--- src/rtl/fetch_sequencer_if.sv ---
// Signal bundle between the fetch sequencer, instruction memory, redirect/halt
// control and the decode-side valid/ready handshake.
interface fetch_sequencer_if;
    logic [31:0] ImemAddress;
    logic [31:0] ImemInstruction;
    logic        Redirect;
    logic [31:0] RedirectTarget;
    logic        Halt;
    logic        OutValid;
    logic        OutReady;
    logic [31:0] OutInstruction;
    logic [31:0] OutPC;
    logic [31:0] OutPCPlus4;
    logic        Fault;

    // Sequencer side
    modport slave (
        output ImemAddress, OutValid, OutInstruction, OutPC, OutPCPlus4, Fault,
        input  ImemInstruction, Redirect, RedirectTarget, Halt, OutReady
    );

    // Environment side (memory, branch logic, decode)
    modport master (
        input  ImemAddress, OutValid, OutInstruction, OutPC, OutPCPlus4, Fault,
        output ImemInstruction, Redirect, RedirectTarget, Halt, OutReady
    );
endinterface

--- src/rtl/fetch_sequencer.sv ---
// Fetch sequencer: owns the fetch PC, drives the instruction-memory address,
// buffers {PC, instruction} pairs in a small FIFO for decode, and handles
// redirect (flush + reload), halt and out-of-range fault.
module fetch_sequencer #(
    parameter logic [31:0] RESET_PC   = 32'h0000_0000,
    parameter int          FIFO_DEPTH = 2,
    parameter int          IMEM_WORDS = 128
) (
    input  logic             Clk,
    input  logic             Reset,
    fetch_sequencer_if.slave bus
);
    localparam int               PTR_W      = (FIFO_DEPTH > 1) ? $clog2(FIFO_DEPTH) : 1;
    localparam int               CNT_W      = PTR_W + 1;
    localparam logic [32:0]      IMEM_BYTES = 33'(IMEM_WORDS) * 33'd4;
    localparam logic [CNT_W-1:0] FULL_COUNT = CNT_W'(FIFO_DEPTH);

    typedef enum logic [1:0] {
        ST_FETCH  = 2'd0,
        ST_HALTED = 2'd1,
        ST_FAULT  = 2'd2
    } state_t;

    state_t           state_q, state_d;
    logic [31:0]      fetch_pc_q, fetch_pc_d;
    logic [PTR_W-1:0] wr_ptr_q, wr_ptr_d;
    logic [PTR_W-1:0] rd_ptr_q, rd_ptr_d;
    logic [CNT_W-1:0] count_q, count_d;

    // Buffer storage; PC+4 is stored so it reads back as zero after reset.
    logic [31:0] pc_mem_q    [FIFO_DEPTH];
    logic [31:0] pc4_mem_q   [FIFO_DEPTH];
    logic [31:0] instr_mem_q [FIFO_DEPTH];

    logic [31:0] target_pc;
    logic        pc_in_range;
    logic        target_in_range;
    logic        out_valid;
    logic        pop;
    logic        push;

    // Redirect targets are always word aligned.
    assign target_pc       = bus.RedirectTarget & 32'hFFFF_FFFC;
    // 33-bit compare so a full 32-bit memory size cannot overflow the bound.
    assign pc_in_range     = {1'b0, fetch_pc_q} < IMEM_BYTES;
    assign target_in_range = {1'b0, target_pc} < IMEM_BYTES;
    assign out_valid       = (count_q != '0);
    assign pop             = out_valid & bus.OutReady;
    // Halt and range are judged before the push, and a full buffer may
    // still accept a word when the head leaves in the same cycle.
    assign push            = (state_q == ST_FETCH) && pc_in_range && !bus.Redirect &&
                             !bus.Halt && ((count_q != FULL_COUNT) || pop);

    // State register
    always_ff @(posedge Clk) begin
        if (Reset) begin
            state_q <= ST_FETCH;
        end else begin
            state_q <= state_d;
        end
    end

    // Next-state logic: halt wins in FETCH, fault only left via an in-range redirect
    always_comb begin
        state_d = state_q;
        case (state_q)
            ST_FETCH: begin
                if (bus.Halt) begin
                    state_d = ST_HALTED;
                end else if (!bus.Redirect && !pc_in_range) begin
                    state_d = ST_FAULT;
                end
            end
            ST_HALTED: begin
                if (!bus.Halt) begin
                    state_d = ST_FETCH;
                end
            end
            ST_FAULT: begin
                if (bus.Redirect && target_in_range) begin
                    state_d = ST_FETCH;
                end
            end
            default: state_d = ST_FETCH;
        endcase
    end

    // FSM outputs
    always_comb begin
        bus.Fault = (state_q == ST_FAULT);
    end

    // Next PC and buffer bookkeeping; a redirect flushes and overrides push/pop
    always_comb begin
        fetch_pc_d = fetch_pc_q;
        wr_ptr_d   = wr_ptr_q;
        rd_ptr_d   = rd_ptr_q;
        count_d    = count_q;
        if (bus.Redirect) begin
            fetch_pc_d = target_pc;
            wr_ptr_d   = '0;
            rd_ptr_d   = '0;
            count_d    = '0;
        end else begin
            if (push) begin
                wr_ptr_d   = wr_ptr_q + PTR_W'(1);
                fetch_pc_d = fetch_pc_q + 32'd4;
            end
            if (pop) begin
                rd_ptr_d = rd_ptr_q + PTR_W'(1);
            end
            if (push && !pop) begin
                count_d = count_q + CNT_W'(1);
            end else if (pop && !push) begin
                count_d = count_q - CNT_W'(1);
            end
        end
    end

    // PC and buffer pointer registers
    always_ff @(posedge Clk) begin
        if (Reset) begin
            fetch_pc_q <= RESET_PC;
            wr_ptr_q   <= '0;
            rd_ptr_q   <= '0;
            count_q    <= '0;
        end else begin
            fetch_pc_q <= fetch_pc_d;
            wr_ptr_q   <= wr_ptr_d;
            rd_ptr_q   <= rd_ptr_d;
            count_q    <= count_d;
        end
    end

    genvar gi;
    generate
        for (gi = 0; gi < FIFO_DEPTH; gi++) begin : g_entry
            // Capture the word being fetched into the slot at the write pointer
            always_ff @(posedge Clk) begin
                if (Reset) begin
                    pc_mem_q[gi]    <= '0;
                    pc4_mem_q[gi]   <= '0;
                    instr_mem_q[gi] <= '0;
                end else if (push && (wr_ptr_q == PTR_W'(gi))) begin
                    pc_mem_q[gi]    <= fetch_pc_q;
                    pc4_mem_q[gi]   <= fetch_pc_q + 32'd4;
                    instr_mem_q[gi] <= bus.ImemInstruction;
                end
            end
        end
    endgenerate

    assign bus.ImemAddress    = fetch_pc_q;
    assign bus.OutValid       = out_valid;
    assign bus.OutPC          = pc_mem_q[rd_ptr_q];
    assign bus.OutPCPlus4     = pc4_mem_q[rd_ptr_q];
    assign bus.OutInstruction = instr_mem_q[rd_ptr_q];
endmodule
--- src/flat_wrapper.sv ---
// flat-port wrapper written by rule: the top's interface ports become plain ports
module fetch_sequencer_flat 
#(
    parameter logic [31:0] RESET_PC   = 32'h0000_0000,
    parameter int          FIFO_DEPTH = 2,
    parameter int          IMEM_WORDS = 128
)
  (Clk, Reset, bus_ImemAddress, bus_OutValid, bus_OutInstruction, bus_OutPC, bus_OutPCPlus4, bus_Fault, bus_ImemInstruction, bus_Redirect, bus_RedirectTarget, bus_Halt, bus_OutReady);
  fetch_sequencer_if bus_i ();
  input  logic Clk;
  input  logic Reset;
  output wire logic [$bits(bus_i.ImemAddress)-1:0] bus_ImemAddress;
  output wire logic [$bits(bus_i.OutValid)-1:0] bus_OutValid;
  output wire logic [$bits(bus_i.OutInstruction)-1:0] bus_OutInstruction;
  output wire logic [$bits(bus_i.OutPC)-1:0] bus_OutPC;
  output wire logic [$bits(bus_i.OutPCPlus4)-1:0] bus_OutPCPlus4;
  output wire logic [$bits(bus_i.Fault)-1:0] bus_Fault;
  input wire logic [$bits(bus_i.ImemInstruction)-1:0] bus_ImemInstruction;
  input wire logic [$bits(bus_i.Redirect)-1:0] bus_Redirect;
  input wire logic [$bits(bus_i.RedirectTarget)-1:0] bus_RedirectTarget;
  input wire logic [$bits(bus_i.Halt)-1:0] bus_Halt;
  input wire logic [$bits(bus_i.OutReady)-1:0] bus_OutReady;
  assign bus_ImemAddress = bus_i.ImemAddress;
  assign bus_OutValid = bus_i.OutValid;
  assign bus_OutInstruction = bus_i.OutInstruction;
  assign bus_OutPC = bus_i.OutPC;
  assign bus_OutPCPlus4 = bus_i.OutPCPlus4;
  assign bus_Fault = bus_i.Fault;
  assign bus_i.ImemInstruction = bus_ImemInstruction;
  assign bus_i.Redirect = bus_Redirect;
  assign bus_i.RedirectTarget = bus_RedirectTarget;
  assign bus_i.Halt = bus_Halt;
  assign bus_i.OutReady = bus_OutReady;
  fetch_sequencer #(.RESET_PC(RESET_PC), .FIFO_DEPTH(FIFO_DEPTH), .IMEM_WORDS(IMEM_WORDS)) u_core (.Clk(Clk), .Reset(Reset), .bus(bus_i));
endmodule
--- config.mk ---
export PLATFORM = sky130hd
export DESIGN_NAME = fetch_sequencer_flat
export DESIGN_NICKNAME = d
export VERILOG_FILES = /design/src/rtl/fetch_sequencer_if.sv /design/src/rtl/fetch_sequencer.sv /design/src/flat_wrapper.sv
export SDC_FILE = /design/constraint.sdc
export NUM_CORES = 1
export LEC_CHECK = 0
export BUFFER_PORTS_ARGS = -buffer_cell sky130_fd_sc_hd__buf_2
export CAP_MARGIN = 20
export CORE_MARGIN = 3
export CORE_UTILIZATION = 35
export CTS_CLUSTER_SIZE = 28
export DETAILED_ROUTE_END_ITERATION = 8
export PLACE_DENSITY = 0.52
export SLEW_MARGIN = 15
export SYNTH_ARGS = -nofsm -noshare
export SYNTH_HDL_FRONTEND = slang
export SYNTH_SLANG_ARGS = --single-unit
--- constraint.sdc ---
create_clock -name Clk -period 23.4 [get_ports Clk]
set_clock_uncertainty 0.2 [all_clocks]
set_input_delay 2.34 -clock Clk [delete_from_list [all_inputs] [get_ports Clk]]
set_output_delay 2.34 -clock Clk [all_outputs]
set_load 0.005 [all_outputs]
==> out/metrics.csv <==
metric;value;unit
Post-CTS Setup Repair Bufs;0;
clock tree root buffer cell;sky130_fd_sc_hd__clkbuf_16;
clock tree from TritonCTS;done;
layout overhead on the synthesized area;25.7;%
total power density per cell area;74.3;mW/mm²
most area-hungry cell type in the Yosys netlist;sky130_fd_sc_hd__edfxtp_1;
die width;166;µm
DR DRC count;0;
first-pass GRT wire length;30200;µm
warnings from Yosys;0;
commonest non-fill, non-tap cells in the layout;190 x sky130_fd_sc_hd__buf_2, 184 x sky130_fd_sc_hd__edfxtp_1, 96 x sky130_fd_sc_hd__conb_1;
Inserted Clock Buffers;24;
share of synthesized area occupied by flip-flops and latches;69.7;%
Critical Path AT;5.00;ns
initial antenna violation count;1;
number of fill cells;2346;
crit end category;flip-flop;
total half-perimeter wirelength after legalization and detailed placement;12400;µm
run status;complete, no violations;
Post-Syn Area;0.00900;mm²
remaining antenna violation count;0;
detailed-routing iteration count for the pre-antenna-repair pass;6;
unrepaired setup endpoints after global routing;no;
cell types with the largest area share after synthesis;sky130_fd_sc_hd__edfxtp_1 61%, sky130_fd_sc_hd__mux2_2 12%, sky130_fd_sc_hd__dfxtp_1 8.2%;
worst min-delay path class;flip-flop to flip-flop;
post-synthesis xor/xnor area fraction;0.876;%
number of stages on the worst hold path;1;
Avg WL per Cell;15.7;µm
Clk Latency, worst-skew pair;0.50;ns
largest family of logic cells by synthesized area;multiplexers;
Setup-failing EPs final;0;
Compound-Gate Fraction of Synth Area;4.03;%
H-tree depth;1;
share of the clock period used by the worst path;21.8;%
total I/O pin count;199;
largest net degree at the start of global routing;79;
WS Path Type;input pin to flip-flop;
most common library cell in the layout ignoring fill and taps;sky130_fd_sc_hd__buf_2;
Max Transition Viols Final;0;
floorplan row count;58;
port buffer count;190;
overall global routing resource usage;13.4;%
count of hold buffers inserted by post-cts repair;0;
clock period minus worst slack;5.09;ns
number of enable-type register cells in the synthesized netlist;184;
number of unique standard cell types used by synthesis;46;
initial cell density of the core;35.6;%
worst-margin pin slew;1.05;ns
cells resized by post-CTS repair;0;
die height;166;µm
post-detailed-route via-to-cell ratio;4.49;
CP max FO;76;
fraction of synthesized area in multiplexers;12.0;%
share of flip-flops with an asynchronous set or reset;0;%
max cap viols;0;
top-area cell type share of the netlist area;61.4;%
worst ir drop on vdd;0.0000366;V
critical path required time;23.31;ns
synthesized netlist cell count;567;
average size of a mapped cell;15.9;µm²
leakage power;4.59;nW
vias in the first global route;5709;
FF-to-FF path depth;5;
register clock-pin slew on the reported worst setup and hold paths;0.06;ns
smallest hold slack;0.263;ns
Startpoint Class;input pin;
Routability Congestion;0.832;
top flip-flop cell by instance count after synthesis;sky130_fd_sc_hd__edfxtp_1;
total number of nets in the final design;920;
Total Routed Length;18900;µm
Hold Vio Cnt, Final;0;
DR iter-0 viols;274;
maximum clock insertion buffer count;3;
core area;0.0253;mm²
flip-flop and latch count after synthesis;221;
simple-gate portion of the synthesized area;10.6;%
Die Outline Area;0.0277;mm²
number of vias in the routed layout;5385;
Final TNS setup;0;ns
Max-Slew Margin vs Limit;29.3;%
fmax;0.196;GHz
overflow left after global routing;0;
Synth Area in Adders;0.278;%
share of post-route cells with drive strength above 1;39.3;%
TritonCTS Sinks;221;
[where the power goes]
group / switching (mW) / internal [mW]
registers: 0.00800 / 0.447
logic: 0.0271 / 0.0212
clock network: 0.142 / 0.195
[kinds of logic (layout without fill, tap and decap cells)]
logic type,after synthesis,count (layout)
XOR/XNOR,9,9
flip-flops,221,221
adder cells (fa/ha/maj),2,2
other,1,99
AND/OR/NAND/NOR,152,152
AO/OA/AOI/OAI,46,46
buffers and inverters,40,245
multiplexers,96,96
[worst max-delay path: stages]
cell	delay, ns
sky130_fd_sc_hd__buf_2	0.21
sky130_fd_sc_hd__nor4_2	0.24
sky130_fd_sc_hd__and4_1	0.52
sky130_fd_sc_hd__nand2_2	0.19
sky130_fd_sc_hd__o21ai_4	0.54
sky130_fd_sc_hd__buf_4	0.86
[synthesized netlist by cell type, types with 2 or more instances]
cell / instances
sky130_fd_sc_hd__a211oi_1: 3
sky130_fd_sc_hd__a21oi_1: 4
sky130_fd_sc_hd__a22o_1: 18
sky130_fd_sc_hd__a31oi_1: 3
sky130_fd_sc_hd__a32oi_1: 2
sky130_fd_sc_hd__and2_1: 80
sky130_fd_sc_hd__and3_1: 3
sky130_fd_sc_hd__and4_1: 2
sky130_fd_sc_hd__buf_2: 6
sky130_fd_sc_hd__buf_4: 6
sky130_fd_sc_hd__buf_6: 6
sky130_fd_sc_hd__clkbuf_1: 17
sky130_fd_sc_hd__clkinv_1: 2
sky130_fd_sc_hd__dfxtp_1: 37
sky130_fd_sc_hd__edfxtp_1: 184
sky130_fd_sc_hd__ha_1: 2
sky130_fd_sc_hd__mux2_2: 92
sky130_fd_sc_hd__mux2i_1: 4
sky130_fd_sc_hd__nand2_1: 6
sky130_fd_sc_hd__nand3_1: 8
sky130_fd_sc_hd__nand4_1: 4
sky130_fd_sc_hd__nor2_1: 19
sky130_fd_sc_hd__nor2b_1: 3
sky130_fd_sc_hd__nor3_1: 5
sky130_fd_sc_hd__nor4_1: 5
sky130_fd_sc_hd__nor4_2: 6
sky130_fd_sc_hd__nor4_4: 2
sky130_fd_sc_hd__o2111ai_1: 2
sky130_fd_sc_hd__o211ai_1: 4
sky130_fd_sc_hd__o21ai_0: 6
sky130_fd_sc_hd__o311ai_1: 2
sky130_fd_sc_hd__or3_1: 3
sky130_fd_sc_hd__xnor2_1: 2
sky130_fd_sc_hd__xor2_1: 7
[path summary, 6_finish.rpt]
path / from / end / slack, ns
worst max-delay path: bus_Redirect / u_core.instr_mem_q[1][6] / 18.31
worst min-delay path: u_core.state_q[1] / u_core.state_q[0] / 0.26
worst max register to register: u_core.bus.ImemAddress[22] / u_core.instr_mem_q[1][6] / 19.88
worst min register to register: u_core.state_q[1] / u_core.state_q[0] / 0.26
[cell type report]
type	count	area, µm²	area share [%]
diodes	3	7.51	0.0664
inverters	4	15.0	0.133
clock buffers	31	648	5.73
repair buffers	197	1010	8.91
clock inverters	13	61.3	0.542
well taps	330	413	3.65
flip-flops and latches	221	6270	55.4
multi-input cells	401	2890	25.5
[layer usage]
layer  share of wire (%)  GRT usage [%]  vias to the layer above
met3                 9.0           4.40                       39
met2                  49           23.3                      182
met1                  39           16.0                     2555
met5                   0              0                        -
met4                 2.4           3.91                        0
li1                    -              -                     2609
[flip-flops by register name, indices dropped and copies added, names as in the netlist, named ones only]
| name | count |
|---|---|
| u_core.pc_mem_q | 60 |
| u_core.rd_ptr_q | 1 |
| u_core.state_q | 2 |
| u_core.wr_ptr_q | 1 |
| u_core.pc4_mem_q | 60 |
| u_core.bus.ImemAddress | 30 |
| u_core.instr_mem_q | 64 |
| u_core.count_q | 2 |
[through the flow]
step	util [%]	power [mW]	setup WS (ns)	cell area (µm²)	instances
after global placement	41.9	0.510	17.81	10600	1151
after CTS	44.7	0.854	18.27	11300	1195
after global routing	44.8	0.878	18.08	11300	1198
final	44.8	0.840	18.31	11300	1200
after floorplan	-	0.489	12.97	9350	662
after detailed placement	41.9	0.512	17.72	10600	1151
No activity file was read; power rests on OpenSTA's default activity.
